File: config.mk
export PLATFORM = sky130hd
export DESIGN_NAME = glb_rx_ppe_sync_ctrl
export DESIGN_NICKNAME = d
export VERILOG_FILES = /design/src/rtl/glb_sync_pkg.sv /design/src/rtl/glb_sync_tmr.sv /design/src/rtl/glb_rx_ppe_sync_ctrl.sv
export SDC_FILE = /design/constraint.sdc
export NUM_CORES = 1
export LEC_CHECK = 0
export CAP_MARGIN = 20
export CORE_UTILIZATION = 55
export DETAILED_ROUTE_END_ITERATION = 16
export DONT_BUFFER_PORTS = 1
export GPL_TIMING_DRIVEN = 0
export PLACE_DENSITY_LB_ADDON = 0.3
export SYNTH_ARGS = -nofsm -noshare
export SYNTH_HDL_FRONTEND = slang
export SYNTH_HIERARCHICAL = 1
export SYNTH_SLANG_ARGS = --single-unit
File: constraint.sdc
create_clock -name cclk -period 5.25 [get_ports cclk]
set_input_delay 0 -clock cclk [delete_from_list [all_inputs] [get_ports cclk]]
set_output_delay 0 -clock cclk [all_outputs]
set_load 0.01 [all_outputs]
File: src/rtl/glb_sync_pkg.sv
// Shared types and default sizing for the global-side PPE sync sequencer.
package glb_sync_pkg;

    localparam int N_PPE_DEF = 4;
    localparam int TMR_W_DEF = 16;

    typedef enum logic [1:0] {
        IDLE    = 2'd0,
        SYNC    = 2'd1,
        RELEASE = 2'd2,
        DONE    = 2'd3
    } glb_sync_state_t;

endpackage

File: src/rtl/glb_sync_tmr.sv
// Saturating phase timer; expiry fires when the count reaches limit-1 and is
// suppressed entirely when the limit is zero.
module glb_sync_tmr
    import glb_sync_pkg::*;
#(
    parameter int TMR_W = TMR_W_DEF
) (
    input  logic             clk_i,
    input  logic             rst_i,
    input  logic             clr_i,
    input  logic             inc_i,
    input  logic [TMR_W-1:0] limit_i,
    output logic             expired_o
);

    logic [TMR_W-1:0] cnt_q;

    always_ff @(posedge clk_i) begin
        if (rst_i || clr_i) begin
            cnt_q <= '0;
        end else if (inc_i && (cnt_q != {TMR_W{1'b1}})) begin
            cnt_q <= cnt_q + TMR_W'(1);
        end
    end

    assign expired_o = (limit_i != '0) && (cnt_q == (limit_i - TMR_W'(1)));

endmodule

File: src/rtl/glb_rx_ppe_sync_ctrl.sv
// Global-side four-phase sync sequencer: raises glb_sync to the enabled PPEs,
// collects their acks, releases, waits for the acks to drop and reports.
//
// state   | meaning
// IDLE    | ready for a request
// SYNC    | glb_sync high, collecting acks
// RELEASE | glb_sync low, waiting for all acks to drop
// DONE    | one-cycle completion report
module glb_rx_ppe_sync_ctrl
    import glb_sync_pkg::*;
#(
    parameter int N_PPE = N_PPE_DEF,
    parameter int TMR_W = TMR_W_DEF
) (
    input  logic             cclk,
    input  logic             rst,
    input  logic [N_PPE-1:0] cfg_ppe_en,
    input  logic [TMR_W-1:0] cfg_timeout,
    input  logic             req_valid,
    output logic             req_ready,
    output logic             busy,
    output logic             done,
    output logic             err_timeout,
    output logic [N_PPE-1:0] err_mask,
    output logic [N_PPE-1:0] glb_sync,
    input  logic [N_PPE-1:0] glb_ack
);

    glb_sync_state_t  state_q;
    logic [N_PPE-1:0] snap_q;
    logic [N_PPE-1:0] ack_seen_q;
    logic [N_PPE-1:0] sync_q;
    logic [N_PPE-1:0] err_mask_q;
    logic             ready_q;
    logic             busy_q;
    logic             done_q;
    logic             err_to_q;
    logic             err_flag_q;

    logic [N_PPE-1:0] acks_now;
    logic             all_seen;
    logic             tmr_inc;
    logic             tmr_clr;
    logic             tmr_exp;

    always_comb begin
        acks_now = glb_ack & snap_q;
        all_seen = ((ack_seen_q | acks_now) == snap_q);
        tmr_inc  = (state_q == SYNC) || (state_q == RELEASE);
        tmr_clr  = (state_q == IDLE) || ((state_q == SYNC) && (all_seen || tmr_exp));
    end

    glb_sync_tmr #(.TMR_W(TMR_W)) u_tmr (
        .clk_i     (cclk),
        .rst_i     (rst),
        .clr_i     (tmr_clr),
        .inc_i     (tmr_inc),
        .limit_i   (cfg_timeout),
        .expired_o (tmr_exp)
    );

    always_ff @(posedge cclk) begin
        if (rst) begin
            state_q    <= IDLE;
            snap_q     <= '0;
            ack_seen_q <= '0;
            sync_q     <= '0;
            err_mask_q <= '0;
            ready_q    <= 1'b1;
            busy_q     <= 1'b0;
            done_q     <= 1'b0;
            err_to_q   <= 1'b0;
            err_flag_q <= 1'b0;
        end else begin
            done_q   <= 1'b0;
            err_to_q <= 1'b0;
            case (state_q)
                IDLE: begin
                    if (req_valid) begin
                        snap_q     <= cfg_ppe_en;
                        ack_seen_q <= '0;
                        err_mask_q <= '0;
                        err_flag_q <= 1'b0;
                        ready_q    <= 1'b0;
                        busy_q     <= 1'b1;
                        if (cfg_ppe_en == '0) begin
                            state_q <= DONE;
                            done_q  <= 1'b1;
                        end else begin
                            state_q <= SYNC;
                            sync_q  <= cfg_ppe_en;
                        end
                    end
                end
                SYNC: begin
                    ack_seen_q <= ack_seen_q | acks_now;
                    // Completion is checked first so a same-cycle timeout is not an error.
                    if (all_seen) begin
                        state_q <= RELEASE;
                        sync_q  <= '0;
                    end else if (tmr_exp) begin
                        err_mask_q <= snap_q & ~(ack_seen_q | glb_ack);
                        err_flag_q <= 1'b1;
                        state_q    <= RELEASE;
                        sync_q     <= '0;
                    end
                end
                RELEASE: begin
                    if (acks_now == '0) begin
                        state_q  <= DONE;
                        done_q   <= 1'b1;
                        err_to_q <= err_flag_q;
                    end else if (tmr_exp) begin
                        err_mask_q <= err_mask_q | acks_now;
                        err_flag_q <= 1'b1;
                        state_q    <= DONE;
                        done_q     <= 1'b1;
                        err_to_q   <= 1'b1;
                    end
                end
                DONE: begin
                    state_q    <= IDLE;
                    ready_q    <= 1'b1;
                    busy_q     <= 1'b0;
                    err_flag_q <= 1'b0;
                end
                default: begin
                    state_q <= IDLE;
                    ready_q <= 1'b1;
                    busy_q  <= 1'b0;
                    sync_q  <= '0;
                end
            endcase
        end
    end

    assign req_ready   = ready_q;
    assign busy        = busy_q;
    assign done        = done_q;
    assign err_timeout = err_to_q;
    assign err_mask    = err_mask_q;
    assign glb_sync    = sync_q;

endmodule

### Word-level counts from Yosys, hierarchy flattened

Index checks and enable logic that the tools add are counted.

| word-level totals | value |
|---|---|
| register bits | 39 |
| input bits | 27 |
| output and inout port bits | 12 |
| logic and storage cells | 89 |

| cells by class | value |
|---|---|
| $add $sub $neg | 2 |
| equality and inequality tests | 14 |
| muxes and demuxes | 33 |
| bitwise logic cells | 7 |
| reduce and logical (&&, ||, !) cells | 22 |

Operator list:

| operator | count |
|---|---|
| 4-bit 2-to-1 mux | 9 |
| 16-bit by 1-bit adder with 16-bit output, second input constant | 1 |
| 16-bit equality test | 1 |
| 16-bit != test, second input constant | 1 |
| 4-bit one-hot mux with 2 select lines | 2 |
| 16-bit nonzero test | 1 |
| 16-bit by 1-bit subtractor with 16-bit output, second input constant | 1 |
| 2-bit 2-to-1 mux | 6 |
| 2-bit != test, second input constant | 6 |
| 4-bit OR | 3 |
| 4-bit one-hot mux with 3 select lines | 1 |
| 1-bit 2-to-1 mux | 10 |
| 4-bit AND | 2 |
| 4-bit zero test | 2 |
| 2-bit one-hot mux with 4 select lines | 1 |
| 1-bit one-hot mux with 2 select lines | 3 |
| 2-bit AND reduction | 3 |
| 3-bit AND reduction | 2 |
| 6-bit AND reduction | 1 |
| 2-bit equality test, second input constant | 2 |
| 4-bit equality test | 1 |
| 1-bit logical OR | 4 |
| 4-bit NOT | 1 |
| 1-bit one-hot mux with 4 select lines | 1 |
| other kinds (10) | 13 |

### Depth between registers and ports, before layout

| depth | value |
|---|---|
| depth in word-level cells | 7 |
| gate-level depth with buffers | 15 |
| gate-level depth less buffers | 12 |

### Modules after synthesis

Netlist, hierarchy kept.

By module, submodules not included:

| module | times used | cells each | area an instance (um2) | seq. area each (um2) |
|---|---|---|---|---|
| glb_sync_tmr | 1 | 178 | 1378.8 | 320.3 |
| glb_rx_ppe_sync_ctrl | 1 | 150 | 1313.8 | 460.4 |

### Worst setup path before layout

No wires, ideal clock.

| path | value |
|---|---|
| path type | input to register |
| start point | input port cfg_timeout[7] |
| end point | register u_tmr.cnt_q[0] |
| setup time | 0.128 ns |
| arrival | 2.877 ns |
| required time | 5.122 ns |
| setup slack | 2.246 ns |
| stages on the path | 13 |
| path buffers | 3 |
| path through | clkbuf_2 nor4_1 nand3_1 xnor2_1 or4_1 or4_1 a221oi_2 nand2b_1 a21o_1 or2_2 buf_1 clkbuf_1 nor2_1 |

| between the ends | value |
|---|---|
| longest elaborated chain between the ends | 7 |
| elaborated cells between the ends (all ways) | 8 |
| those cells by class | 1 x add/sub; 1 x eq/ne; 6 x reduce/logical |

RTL lines:

| what | line | text |
|---|---|---|
| start, declared | glb_rx_ppe_sync_ctrl.sv:18 | `input logic [TMR_W-1:0] cfg_timeout,` |
| 16-bit by 1-bit subtractor with 16-bit output | glb_sync_tmr.sv:26 | `assign expired_o = (limit_i != '0) && (cnt_q == (limit_i - TMR_W'(1)));` |
| 16-bit equality test | glb_sync_tmr.sv:26 |  |
| 1-bit logical AND (*) | glb_sync_tmr.sv:26 |  |
| named net tmr_exp | glb_rx_ppe_sync_ctrl.sv:44 | `logic tmr_exp;` |
| 1-bit logical OR (*) | glb_rx_ppe_sync_ctrl.sv:50 | `tmr_clr = (state_q == IDLE) \|\| ((state_q == SYNC) && (all_seen \|\| tmr_exp));` |
| 1-bit logical AND (*) | glb_rx_ppe_sync_ctrl.sv:50 |  |
| 1-bit logical OR (*) | glb_rx_ppe_sync_ctrl.sv:50 |  |
| named net tmr_clr | glb_rx_ppe_sync_ctrl.sv:43 | `logic tmr_clr;` |
| 1-bit logical OR (*) | glb_sync_tmr.sv:19 | `if (rst_i \|\| clr_i) begin` |
| end signal, assigned | glb_sync_tmr.sv:22 | `cnt_q <= cnt_q + TMR_W'(1);` |
| end, declared | glb_sync_tmr.sv:16 | `logic [TMR_W-1:0] cnt_q;` |

Mark *: on every way through the listed nets, which the timed path passes. The rest lies on a longest branch.
A chain may end at the register's enable or synchronous reset.

### Worst setup path in the final report

| path | value |
|---|---|
| start point | register u_tmr.cnt_q[2] |
| end point | register u_tmr.cnt_q[4] |

| between the ends | value |
|---|---|
| longest elaborated chain between the ends | 6 |
| elaborated cells between the ends (all ways) | 9 |
| those cells by class | 1 x add/sub; 2 x eq/ne; 6 x reduce/logical |

RTL lines:

| what | line |
|---|---|
| 16-bit equality test | glb_sync_tmr.sv:26 |
| 1-bit logical AND | glb_sync_tmr.sv:26 |
| named net tmr_exp | glb_rx_ppe_sync_ctrl.sv:44 |
| 1-bit logical OR | glb_rx_ppe_sync_ctrl.sv:50 |
| 1-bit logical AND | glb_rx_ppe_sync_ctrl.sv:50 |
| 1-bit logical OR | glb_rx_ppe_sync_ctrl.sv:50 |
| named net tmr_clr | glb_rx_ppe_sync_ctrl.sv:43 |
| 1-bit logical OR | glb_sync_tmr.sv:19 |

The timed path passes the listed nets, and every way through them passes these cells.

==> key figures <==
STA
  – Finish-stage setup viols: 0
  – Fmax achieved: around 0.27 GHz
  – Setup TNS: 0 ps
  – Fin crit share: 69.7%
  – RSZ-0062 raised after global routing: no
  – Fin. max-slew vios: 0
  – Final Hold Viols: 0
  – Slew headroom: between 60% and 70%
  – Measured slew at the worst slew-check pin: ~580 ps
  – Worst setup margin: 1590 ps
  – Min Tclk post-route: around 3700 ps
  – Clk_skew: 7.62 ps

Logic synthesis
  – Share of the yosys chip area belonging to registers: 29.0%
  – Syn Inst Count: 328
  – Yosys warning count: 6
  – Number of synthesized register bits: 39
  – Post-Syn Area per Cell: 8.21 sq um
  – Syn nets: about 360
  – Post-synth top area cell: dfxtp_1
  – Area contributors post-synth: dfxtp_1 (29%), xor2_1 (5.9%), nor2_1 (4.6%)
  – Top-area cell type share of the netlist area: between 20% and 30%
  – Synth unique cells: 60
  – Synth Flop Type: dfxtp_1
  – Post-synth ARST share: 0%
  – Mapped cell area: 2690 sq um
  – Number of synthesized flops with an enable pin: 0

Cells and area
  – Final design utilization: 63.0%
  – Area Overhead vs Synth: 10.5%
  – Proportion of layout cells with a drive suffix above 1: 8.43%
  – ANT cells: 0
  – Final Instance Count excl. Fillers: 411
  – Nets: ~380

Job
  – Max cap viols: 0

Detailed routing
  – Via density: about 6
  – Initial DRC Count: ~170
  – Avg WL per Cell: roughly 15 um
  – Detail Route Antenna Nets: 0
  – Vias: ~2,500
  – Drt total wl: 6220 um
  – Pre-antenna DRT Iters: 5
  – Residual DRC count: 0

Worst setup path
  – CP Class: reg2reg
  – Element type at the critical path start: flip-flop
  – Worst EP required: 5420 ps
  – RR Endpoint: u_tmr/cnt_q[4]
  – Max FO, Critical Path: 10
  – Worst Setup SP: u_tmr/cnt_q[2]
  – R2r setup slk: roughly 1600 ps
  – R2R cell count: 12
  – FF-to-FF Start: u_tmr/cnt_q[2]
  – CP Capture Type: flip-flop
  – Crit path DAT: roughly 3800 ps

Global route
  – Grt total ovfl: 0
  – GRT Total Usage: about a quarter
  – Number of global-route vias before repair: 2,283
  – First-pass GRT wire length: 10,200 um
  – Initial antenna violation count: 0
  – Pin count of the biggest net entering global routing: 13

Placed design
  – Final HPWL DP: about 4500 um
  – Placed Instances: 395
  – Dpl ws: 1570 ps
  – RD Place Congestion: between 0.8 and 0.9
  – Port bufs: 0

Hold path
  – Hold Crit Class: in2reg
  – Hold path cells: 3
  – Worst hold start: req_valid
  – Hold EP: req_ready

Die
  – Ports: 39
  – Die width: slightly above 70 um
  – Die height: 72.0 um
  – Die area: 5180 sq um
  – Core Box Area: 4720 sq um
  – Starting Density: between 50% and 60%
  – Site row count: 25

Clock tree
  – Total number of H-tree levels: 2
  – Root Buffer: clkbuf_8
  – Clk pin slew, worst setup/hold paths: ~70 ps
  – Clk sink count: 39
  – Clock latency on the worst-skew pair: ~300 ps
  – Cts bufs inserted: 5
  – TritonCTS clock tree: done
  – Longest Clk Path Bufs: 2
  – Number of post-CTS setup repair buffers: 0

Run status
  – Status: finished, final reports clean

Power and ir drop
  – PD cells: between 200 and 300 nW/um^2
  – Max rail drop VDD: 192 uV
  – LEAKAGE: between 0.001 and 0.0015 uW
  – Final Total Pwr: ~850 uW
synth_stat cells, drive strengths merged (9+ instances only):
| cell | number |
|---|---|
| nand2b | 11 |
| xnor2 | 10 |
| nand2 | 22 |
| mux2i | 9 |
| xor2 | 18 |
| nand3 | 17 |
| nor2b | 11 |
| a31oi | 9 |
| dfxtp | 39 |
| clkbuf | 15 |
| nor2 | 33 |
| a211oi | 9 |
| a21oi | 19 |
cell families (layout without fill, tap and decap cells):
kind of cell | after synthesis | count (layout) | share of synthesized area [%]
XOR/XNOR | 28 | 28 | 9.11
flip-flops | 39 | 39 | 29.0
AO/OA/AOI/OAI | 68 | 68 | 18.1
AND/OR/NAND/NOR | 145 | 145 | 30.6
multiplexers | 14 | 14 | 5.44
buffers and inverters | 26 | 42 | 4.00
adder cells (fa/ha/maj) | 8 | 8 | 3.72
sequential cells by signal, summed over array words and instances (netlist names), 2 cells and up:
signal       count
state_q          2
ack_seen_q       4
err_mask         4
glb_sync         4
u_tmr/cnt_q     16
snap_q           4
cell type report:
cell class | count | area (sq um)
clock inverter | 2 | 35.0
tap | 67 | 83.8
clock buffer | 6 | 82.6
timing repair buffer | 8 | 80.1
inverter | 7 | 26.3
fill | 407 | 1750
multi-input combinational | 263 | 1800
sequential | 39 | 781
buffer | 19 | 81.3
cells in the final DEF, fill, tap and decap left out, drive strengths merged, types with 9 or more instances in the layout:
master  synthesis  routed
nand3          17      17
nor2b          11      11
a21oi          19      19
nand2b         11      11
nand2          22      22
clkbuf         15      21
dfxtp          39      39
xnor2          10      10
mux2i           9       9
a211oi          9       9
nor2           33      33
xor2           18      18
a31oi           9       9
where the power goes:
part           internal (uW)  switching (uW)
Combinational           99.0             146
Clock                    154             110
Sequential               316            25.6
metrics by stage:
stage	cell area, sq um	hold WS [ps]
global route	2970	26.1
CTS	2970	7.70
global placement	2780	150
floorplan	2690	148
finish	2970	6.17
detailed placement	2780	160
worst max path at each step:
stage,end,slack (ps),cells after the start
after floorplan,u_tmr/cnt_q[0],2250,13
after global placement,u_tmr/cnt_q[5],1620,13
after detailed placement,u_tmr/cnt_q[4],1570,13
after CTS,u_tmr/cnt_q[4],1640,12
after global routing,u_tmr/cnt_q[14],1290,12
final,u_tmr/cnt_q[4],1590,12
layer usage:
layer | wire, um | vias up | track usage [%] | part of all wire [%]
li1 | - | 1215 | - | -
met1 | 2730 | 1173 | 30.3 | 44
met2 | 3120 | 82 | 44.5 | 50
met3 | 278 | 8 | 4.17 | 4.5
met4 | 87 | 0 | 7.84 | 1.4
met5 | 0 | - | 0 | 0
worst max-delay path, cell delays in order (launching register included):
cell and delay (ps):
dfxtp_1 310, clkbuf_1 290, o21a_1 200, o2111ai_1 110
or4_1 470, or4_1 450, a221oi_2 480, nand2b_1 180
a21o_1 120, or2_2 100, buf_1 290, clkbuf_1 430
nor2_1 100
what timing repair did:
action / 4_1_cts / 5_1_grt
endpoints found under the hold margin: 13 / 0
hold buffers: 8 / 0
gates resized for setup: 0 / 0
Note: power is estimated with default switching activity, not from simulation.
